==> src/rtl/keypad_scanner.sv <==
// rtl/keypad_scanner.sv - 4x4 active-low key matrix scanner with frame debounce and inactivity timeout
module keypad_scanner #(
    parameter int SCAN_DIV       = 16,
    parameter int DEBOUNCE       = 4,
    parameter int TIMEOUT_CYCLES = 50_000_000
) (
    input  logic       clk,
    input  logic       reset,
    input  logic [3:0] row,
    output logic [3:0] col,
    output logic [3:0] code,
    output logic       timeout,
    output logic       key_valid
);
    localparam int DW = $clog2(SCAN_DIV);
    localparam int SW = $clog2(DEBOUNCE + 1);
    localparam int TW = $clog2(TIMEOUT_CYCLES);
    localparam logic [DW-1:0] DIV_LAST   = DW'(SCAN_DIV - 1);
    localparam logic [SW-1:0] STABLE_MAX = SW'(DEBOUNCE);
    localparam logic [TW-1:0] TIMER_LOAD = TW'(TIMEOUT_CYCLES - 1);
    localparam logic [3:0]    NO_KEY     = 4'hF;

    localparam logic [1:0] S_RELEASED     = 2'd0;
    localparam logic [1:0] S_PRESS_WAIT   = 2'd1;
    localparam logic [1:0] S_PRESSED      = 2'd2;
    localparam logic [1:0] S_RELEASE_WAIT = 2'd3;

    logic [1:0]    r_rst_sync;
    logic          w_rst_n;
    logic [3:0]    r_row_s1, r_row_s2;
    logic [3:0]    r_row_c0, r_row_c1, r_row_c2;
    logic [DW-1:0] r_div;
    logic [1:0]    r_col_idx;
    logic [1:0]    r_state;
    logic [3:0]    r_last;
    logic [SW-1:0] r_stable;
    logic [TW-1:0] r_timer;
    logic          r_armed;

    logic          w_slot_end, w_frame_end;
    logic [15:0]   w_hit;
    logic [3:0]    w_result;
    logic [SW-1:0] w_stable_next;
    logic          w_stable_done;
    logic [1:0]    w_state_next;
    logic          w_accept_ok, w_accept;

    function automatic logic [3:0] key_code(input logic [3:0] idx);
        case (idx)
            4'd0:  key_code = 4'h1;
            4'd1:  key_code = 4'h2;
            4'd2:  key_code = 4'h3;
            4'd3:  key_code = 4'hA;
            4'd4:  key_code = 4'h4;
            4'd5:  key_code = 4'h5;
            4'd6:  key_code = 4'h6;
            4'd7:  key_code = 4'hB;
            4'd8:  key_code = 4'h7;
            4'd9:  key_code = 4'h8;
            4'd10: key_code = 4'h9;
            4'd11: key_code = 4'hC;
            4'd12: key_code = 4'hD;
            4'd13: key_code = 4'h0;
            default: key_code = 4'hE;
        endcase
    endfunction

    // Reset asserts immediately but releases only after two clean clock edges.
    always_ff @(posedge clk or negedge reset) begin
        if (!reset) r_rst_sync <= 2'b00;
        else        r_rst_sync <= {r_rst_sync[0], 1'b1};
    end
    assign w_rst_n = r_rst_sync[1];

    assign w_slot_end  = (r_div == DIV_LAST);
    assign w_frame_end = w_slot_end && (r_col_idx == 2'd3);
    assign col         = ~(4'b0001 << r_col_idx);

    always_ff @(posedge clk or negedge w_rst_n) begin
        if (!w_rst_n) begin
            r_row_s1  <= 4'hF;
            r_row_s2  <= 4'hF;
            r_row_c0  <= 4'hF;
            r_row_c1  <= 4'hF;
            r_row_c2  <= 4'hF;
            r_div     <= '0;
            r_col_idx <= 2'd0;
        end else begin
            r_row_s1 <= row;
            r_row_s2 <= r_row_s1;
            if (w_slot_end) begin
                r_div     <= '0;
                r_col_idx <= r_col_idx + 2'd1;
                case (r_col_idx)
                    2'd0:    r_row_c0 <= r_row_s2;
                    2'd1:    r_row_c1 <= r_row_s2;
                    2'd2:    r_row_c2 <= r_row_s2;
                    default: ;
                endcase
            end else begin
                r_div <= r_div + DW'(1);
            end
        end
    end

    // Column 3 is consumed straight from the synchroniser on the frame-end cycle.
    always_comb begin
        w_hit = '0;
        for (int r = 0; r < 4; r++) begin
            w_hit[r*4 + 0] = ~r_row_c0[r];
            w_hit[r*4 + 1] = ~r_row_c1[r];
            w_hit[r*4 + 2] = ~r_row_c2[r];
            w_hit[r*4 + 3] = ~r_row_s2[r];
        end
    end

    always_comb begin
        w_result = NO_KEY;
        if (w_hit != 16'h0 && (w_hit & (w_hit - 16'd1)) == 16'h0) begin
            for (int i = 0; i < 16; i++) begin
                if (w_hit[i]) w_result = key_code(i[3:0]);
            end
        end
    end

    assign w_stable_next = (w_result != r_last) ? SW'(1) :
                           (r_stable == STABLE_MAX) ? r_stable : r_stable + SW'(1);
    assign w_stable_done = (w_stable_next == STABLE_MAX);

    always_comb begin
        w_state_next = r_state;
        w_accept_ok  = 1'b0;
        case (r_state)
            S_RELEASED, S_PRESS_WAIT: begin
                if (w_result == NO_KEY) begin
                    w_state_next = S_RELEASED;
                end else if (w_stable_done) begin
                    w_accept_ok  = 1'b1;
                    w_state_next = S_PRESSED;
                end else begin
                    w_state_next = S_PRESS_WAIT;
                end
            end
            S_PRESSED: begin
                if (w_result == NO_KEY)
                    w_state_next = w_stable_done ? S_RELEASED : S_RELEASE_WAIT;
            end
            default: begin
                if (w_result != NO_KEY)  w_state_next = S_PRESSED;
                else if (w_stable_done)  w_state_next = S_RELEASED;
            end
        endcase
    end
    assign w_accept = w_frame_end && w_accept_ok;

    // An accept on the expiry cycle takes priority and simply reloads the timer.
    always_ff @(posedge clk or negedge w_rst_n) begin
        if (!w_rst_n) begin
            r_state   <= S_RELEASED;
            r_last    <= NO_KEY;
            r_stable  <= '0;
            r_timer   <= '0;
            r_armed   <= 1'b0;
            code      <= NO_KEY;
            key_valid <= 1'b0;
            timeout   <= 1'b0;
        end else begin
            key_valid <= w_accept;
            timeout   <= 1'b0;
            if (w_frame_end) begin
                r_state  <= w_state_next;
                r_last   <= w_result;
                r_stable <= w_stable_next;
            end
            if (w_accept) begin
                code    <= w_result;
                r_timer <= TIMER_LOAD;
                r_armed <= 1'b1;
            end else if (r_armed) begin
                if (r_timer == '0) begin
                    timeout <= 1'b1;
                    code    <= NO_KEY;
                    r_armed <= 1'b0;
                end else begin
                    r_timer <= r_timer - TW'(1);
                end
            end
        end
    end
endmodule

==> config.mk <==
export PLATFORM = sky130hd
export DESIGN_NAME = keypad_scanner
export DESIGN_NICKNAME = d
export VERILOG_FILES = /design/src/rtl/keypad_scanner.sv
export SDC_FILE = /design/constraint.sdc
export NUM_CORES = 1
export LEC_CHECK = 0
export BUFFER_PORTS_ARGS = -buffer_cell sky130_fd_sc_hd__buf_2
export CAP_MARGIN = 20
export CORE_MARGIN = 4
export CORE_UTILIZATION = 62
export DETAILED_ROUTE_END_ITERATION = 8
export PLACE_DENSITY_LB_ADDON = 0.08
export SETUP_SLACK_MARGIN = 0.02
export SLEW_MARGIN = 40
export SYNTH_ARGS = -nofsm -noshare
export SYNTH_HDL_FRONTEND = slang
export SYNTH_SLANG_ARGS = --single-unit
export TNS_END_PERCENT = 20
==> constraint.sdc <==
create_clock -name clk -period 5.1 [get_ports clk]
set_clock_uncertainty 0.2 [all_clocks]
set_input_delay 0.765 -clock clk [delete_from_list [all_inputs] [get_ports clk]]
set_output_delay 0.765 -clock clk [all_outputs]
set_load 0.1 [all_outputs]
### Word level (Yosys, flattened, before mapping)

Cells that the tools add are included.

| operators by class | value |
|---|---|
| multiplexer cells | 42 |
| shift-type cells | 1 |
| bitwise operators | 18 |
| equality and inequality tests | 13 |
| reduce and logical (&&, ||, !) cells | 18 |
| add/sub/neg operators | 5 |

Operator list:

| kind | number |
|---|---|
| two-way mux 4 bit | 21 |
| two-way mux 26 bit | 3 |
| zero test 26 bit | 1 |
| subtractor 26 x 1 -> 26 bit, second input constant | 1 |
| bitwise AND 16 bit | 1 |
| zero test 16 bit | 1 |
| inverter 1 bit | 16 |
| nonzero test 16 bit | 1 |
| subtractor 16 x 1 -> 16 bit, second input constant | 1 |
| two-way mux 2 bit | 6 |
| AND reduction 2 bit | 5 |
| two-way mux 1 bit | 9 |
| == test 4 bit, second input constant | 2 |
| == test 2 bit, second input constant | 3 |
| == test 3 bit, second input constant | 2 |
| two-way mux 3 bit | 2 |
| adder 4 x 1 -> 4 bit, second input constant | 1 |
| == test 2 x 1 -> 1 bit, second input constant | 2 |
| zero test 2 bit | 2 |
| != test 2 bit, second input constant | 2 |
| != test 4 bit | 1 |
| != test 4 bit, second input constant | 1 |
| inverter 4 bit | 1 |
| case mux 2 bit (2 select lines) | 1 |
| other kinds (8) | 11 |

| word-level totals | value |
|---|---|
| input port bits | 6 |
| flip-flop bits (word level) | 70 |

### Depth between registers and ports, before layout

| depth | value |
|---|---|
| depth in word-level cells | 26 |
| mapped depth | 11 |

### Least setup slack after synthesis

OpenSTA, ideal clock, no wires.

| timing | value |
|---|---|
| kind | register to register |
| from | register r_row_c2[2] |
| to | register r_timer[10] |
| period minus slack after synthesis | 2.935 ns |
| setup slack | 2.165 ns |
| stages on the path, launching flop included | 11 |
| arrival time | 2.614 ns |
| path through | dfstp_2 -> clkbuf_1 -> nand3_1 -> a2111oi_0 -> or3_1 -> nand4_1 -> or3_1 -> o2bb2ai_2 -> nor4_1 -> buf_2 -> nor2_1 |

| between the ends | value |
|---|---|
| word-level cells in the longest chain between the ends | 16 |
| elaborated cells on any way between the ends | 25 |
| those cells by class | 1 x add/sub; 4 x eq/ne; 12 x mux; 2 x bitwise; 6 x reduce/logical |

RTL lines:

| element | RTL line | source |
|---|---|---|
| start, declared | 31 | `logic [3:0] r_row_c0, r_row_c1, r_row_c2;` |
| start signal, assigned | 97 | `2'd2: r_row_c2 <= r_row_s2;` |
| parallel branches: the longest is 6 deep, another holds subtractor 16 x 1 -> 16 bit | - |  |
| two-way mux 4 bit (*) | 119 | `if (w_hit != 16'h0 && (w_hit & (w_hit - 16'd1)) == 16'h0) begin` |
| != test 4 bit | 126 | `assign w_stable_next = (w_result != r_last) ? SW'(1) :` |
| two-way mux 3 bit | 126 |  |
| == test 3 bit | 128 | `assign w_stable_done = (w_stable_next == STABLE_MAX);` |
| two-way mux 1 bit | 137 | `end else if (w_stable_done) begin` |
| two-way mux 1 bit (*) | 135 | `if (w_result == NO_KEY) begin` |
| two-way mux 1 bit (*) | 133 | `case (r_state)` |
| logical AND 1 bit (*) | 154 | `assign w_accept = w_frame_end && w_accept_ok;` |
| net w_accept | 46 | `logic w_accept_ok, w_accept;` |
| != test 2 bit (no line) or nonzero test 2 bit (tied branches) | - |  |
| AND reduction 2 bit (no line) | - |  |
| end signal, assigned | 185 | `r_timer <= r_timer - TW'(1);` |
| end, declared | 37 | `logic [TW-1:0] r_timer;` |

Mark *: on every way through the listed nets, which the timed path passes.
A chain may end at the register's enable or synchronous reset.

### Final worst setup path

| timing | value |
|---|---|
| from | register r_timer[10] |
| to | register r_timer[18] |

| between the ends | value |
|---|---|
| word-level cells in the longest chain between the ends | 4 |
| elaborated cells on any way between the ends | 7 |
| those cells by class | 1 x add/sub; 1 x eq/ne; 3 x mux; 2 x reduce/logical |

RTL lines:

| element | RTL line | source |
|---|---|---|
| subtractor 26 x 1 -> 26 bit | 185 |  |
| two-way mux 26 bit | 180 | `if (r_timer == '0) begin` |
| two-way mux 26 bit | 179 | `end else if (r_armed) begin` |
| two-way mux 26 bit | 175 | `if (w_accept) begin` |

Several ways; a longest one is shown, not always the timed one. The select of a mux whose other input is x is not followed.

==> flow_metrics.py <==
metrics = {
    "power_and_ir_drop": {
        "irDropWorstVdd_mv": 0.2850,
        "leakagePower_uw": 0.001881,
        "powerDensity_mw_per_mm2": 293.2,
    },
    "clock_network": {
        "cts_tree": "built",
        "cts-root-buf": "clkbuf_8",
        "ctsResizeCount": 0,
        "clk_pin_slew_ns": 0.08,
        "cts.sinks": 69,
        "max-clock-path-buffers": 2,
        "post_cts_buffers": 0,
        "h-tree-depth": 3,
        "clock_latency_ns": 0.34,
        "cts_made_buffers": 9,
    },
    "final_layout": {
        "fill_cells": 394,
        "diodes": 0,
        "area_delta_synth_final_pct": 10.71,
        "fin_cells": 447,
        "final_layout_size_suffix_gt1_frac": 0.2000,
        "finish.utilization": 0.7094,
        "nets": 384,
    },
    "synthesis": {
        "synth_warnings": 0,
        "synth-main-ff-cell": "dfrtp_1",
        "synth_enable_flop_cells": 0,
        "synth_area_leaders": "dfrtp_1 (29%), dfstp_2 (21%), nand2_1 (5.3%), xnor2_1 (4.5%), o21ai_0 (3.0%)",
        "synth_top_area_share": 0.2908,
        "synth_nets": 369,
        "yosysUniqueCellTypes": 58,
        "synthCells": 355,
        "synth-seq-cells": 69,
        "netlist_area_sq_mm": 0.003528,
        "synth-async-reset-ratio": 1.000,
        "yosysTopAreaCell": "dfrtp_1",
        "seq_area_frac_synth": 0.4993,
        "avgSynthCellArea_sq_um": 9.939,
    },
    "sta": {
        "drv_slew": 0,
        "fin_ws_ns": 1.718,
        "whs_ns": 0.1495,
        "relSlewSlack": 0.5692,
        "setup_viol": 0,
        "fin_crit_ns": 3.382,
        "finalHoldViolations": 0,
        "fmax_ghz": 0.2957,
        "rsz0062_at_grt": "false",
        "worst_pin_slew_ns": 0.6414,
        "fin_crit_sh": 0.6632,
        "setup_tns_ns": 0,
    },
    "critical_path": {
        "crit_type": "reg -> reg",
        "crit_start": "r_timer[10]$_DFFE_PN0P_",
        "reg2reg_depth": 8,
        "cp_cell_sequence": "or4_1 > or4_1 > o41ai_4 > or3_1 > nor2_1 > nand2_1 > xor2_1 > nor2_1",
        "slowest_stage": "o41ai_4",
        "r2r-start": "r_timer[10]$_DFFE_PN0P_",
        "crit_buf_inv": 0,
        "cp-end-kind": "flop",
        "critical_path.top_delay_family": "simple AND/OR/NAND/NOR gates",
        "r2r_slack_ns": 1.72,
        "required_ns": 5.11,
        "crit_path_max_fanout": 10,
        "critical_path.max_stage_delay_ns": 0.64,
        "r2r_end": "r_timer[18]$_DFFE_PN0P_",
        "cp.arrival_ns": 3.39,
        "start_kind": "flop",
    },
    "flow_run": {
        "drv_cap": 0,
    },
    "floorplan": {
        "fp.dieH_microns": 83.44,
        "coreArea_sq_mm": 0.005507,
        "placementRows": 27,
        "dieArea_sq_mm": 0.006962,
        "start_util": 0.6408,
        "io-pin-count": 16,
        "die_w_microns": 83.44,
    },
    "placement": {
        "gp_congestion": 0.9082,
        "dp_slack_ns": 1.735,
        "placed_cells": 430,
        "io_buffers": 15,
        "place_hpwl_microns": 4709,
    },
    "grt": {
        "grt_pass1_vias": 2598,
        "grt_max_degree": 68,
        "antenna_found_initial": 0,
        "grt_pass1_wl_microns": 12030,
        "grt_use_total": 0.2135,
        "grt-ovfl-total": 0,
    },
    "detailed_routing": {
        "num_vias": 2578,
        "drt-total-wl_microns": 6768,
        "ant_nets": 0,
        "drc": 0,
        "drtIter0Drc": 123,
        "dr.pass1.iters": 4,
        "post_drt_wl_per_cell_microns": 15.14,
        "vias_per_cell": 5.767,
    },
    "min_path": {
        "hold_path_class": "reg -> async",
    },
    "run_status": {
        "outcome": "completed",
    },
}
## Yosys cell counts, types with 4 or more instances
cell type,instances
inv_1,17
o21ai_0,21
dfrtp_1,41
or3_1,9
nor4_1,9
ha_1,8
nor2_1,27
clkbuf_1,7
xor2_1,8
nor3_1,9
a21oi_1,9
a31oi_1,4
and3_1,4
mux2_2,6
nand3_1,9
xnor2_1,18
dfstp_2,28
nand2_1,50
mux2i_1,7
and4_1,4
and2_1,4
or4_1,6
## flip-flops by register name, summed over array words and instances (netlist names)
| signal | cells |
|---|---|
| key_valid | 1 |
| r_row_c1 | 4 |
| r_state | 1 |
| r_row_c2 | 4 |
| r_row_s2 | 4 |
| r_div | 4 |
| r_stable | 3 |
| r_timer | 26 |
| r_col_idx | 2 |
| r_rst_sync | 2 |
| r_row_s1 | 4 |
| r_armed | 1 |
| r_last | 4 |
| timeout | 1 |
| r_row_c0 | 4 |
| code | 4 |
## report_power, final
| part | internal, uW | switching [uW] |
|---|---|---|
| combinational | 13.1 | 23.1 |
| clock | 325 | 206 |
| sequential | 563 | 14.8 |
## per-stage QoR
stage,area [sq um],power (uW)
CTS,3902,1156
global placement,3645,621.3
global route,3906,1191
finish,3906,1145
floorplan,3528,610.3
detailed placement,3654,622.9
## routing by layer
metal / vias up / share of wire / GRT usage
li1: 1271 / - / -
met3: 9 / 0.034 / 0.04663
met1: 1248 / 0.45 / 0.2710
met2: 50 / 0.50 / 0.3615
met4: 0 / 0.016 / 0.07456
met5: - / 0 / 0
## worst reg2reg max path, delay by kind of cell (launching register included)
family | cells | cell delay (ns)
AOI/OAI and AO/OA | 1 | 0.64
xor gates and xnor gates | 1 | 0.15
and+or+nand+nor | 6 | 1.84
DFF | 1 | 0.41
## worst max-delay path by stage
stage               depth (start not counted)  slack, ns                 endpoint
finish                                      8       1.72  r_timer[18]$_DFFE_PN0P_
global route                                8       1.54  r_timer[19]$_DFFE_PN0P_
detailed placement                          8       1.73  r_timer[18]$_DFFE_PN0P_
CTS                                         8       1.71  r_timer[18]$_DFFE_PN0P_
global placement                            8       1.64   r_timer[3]$_DFFE_PN0P_
floorplan                                  10       2.16  r_timer[10]$_DFFE_PN0P_
## layout by cell type, fill, tap and decap left out, types with 8 or more instances in the layout
cell       n
nand3_1    9
nor3_1     9
o21ai_0   21
xnor2_1   18
nor4_1     8
dfstp_2   28
a21oi_1    9
or3_1      9
ha_1       8
buf_2     15
nand2_1   50
nor2_1    27
dfrtp_1   40
clkbuf_8   9
xor2_1     8
inv_1     17
## repair_timing
item,in CTS,in global routing
setup endpoints to repair,0,0
hold endpoints to repair,2,0
hold buffers,1,0
## final cells by class
type,count,area (sq um),area share
sequential,69,1763,0.4513
multi-input combinational,255,1647,0.4215
clock inverter,6,111.4,0.02851
tap,72,90.09,0.02306
timing repair buffer,18,103.9,0.02659
clock buffer,10,127.6,0.03267
inverter,17,63.81,0.01634
## logic make-up after synthesis
family / count (synthesis) / synth area share
AO/OA/AOI/OAI: 54 / 0.1021
XOR/XNOR: 26 / 0.06454
adder cells (fa/ha/maj): 9 / 0.03121
buffers and inverters: 31 / 0.03830
flip-flops: 69 / 0.4993
multiplexers: 13 / 0.03901
other: 1 / 0.001063
AND/OR/NAND/NOR: 152 / 0.2245
No activity file was read; power rests on OpenSTA's default activity.
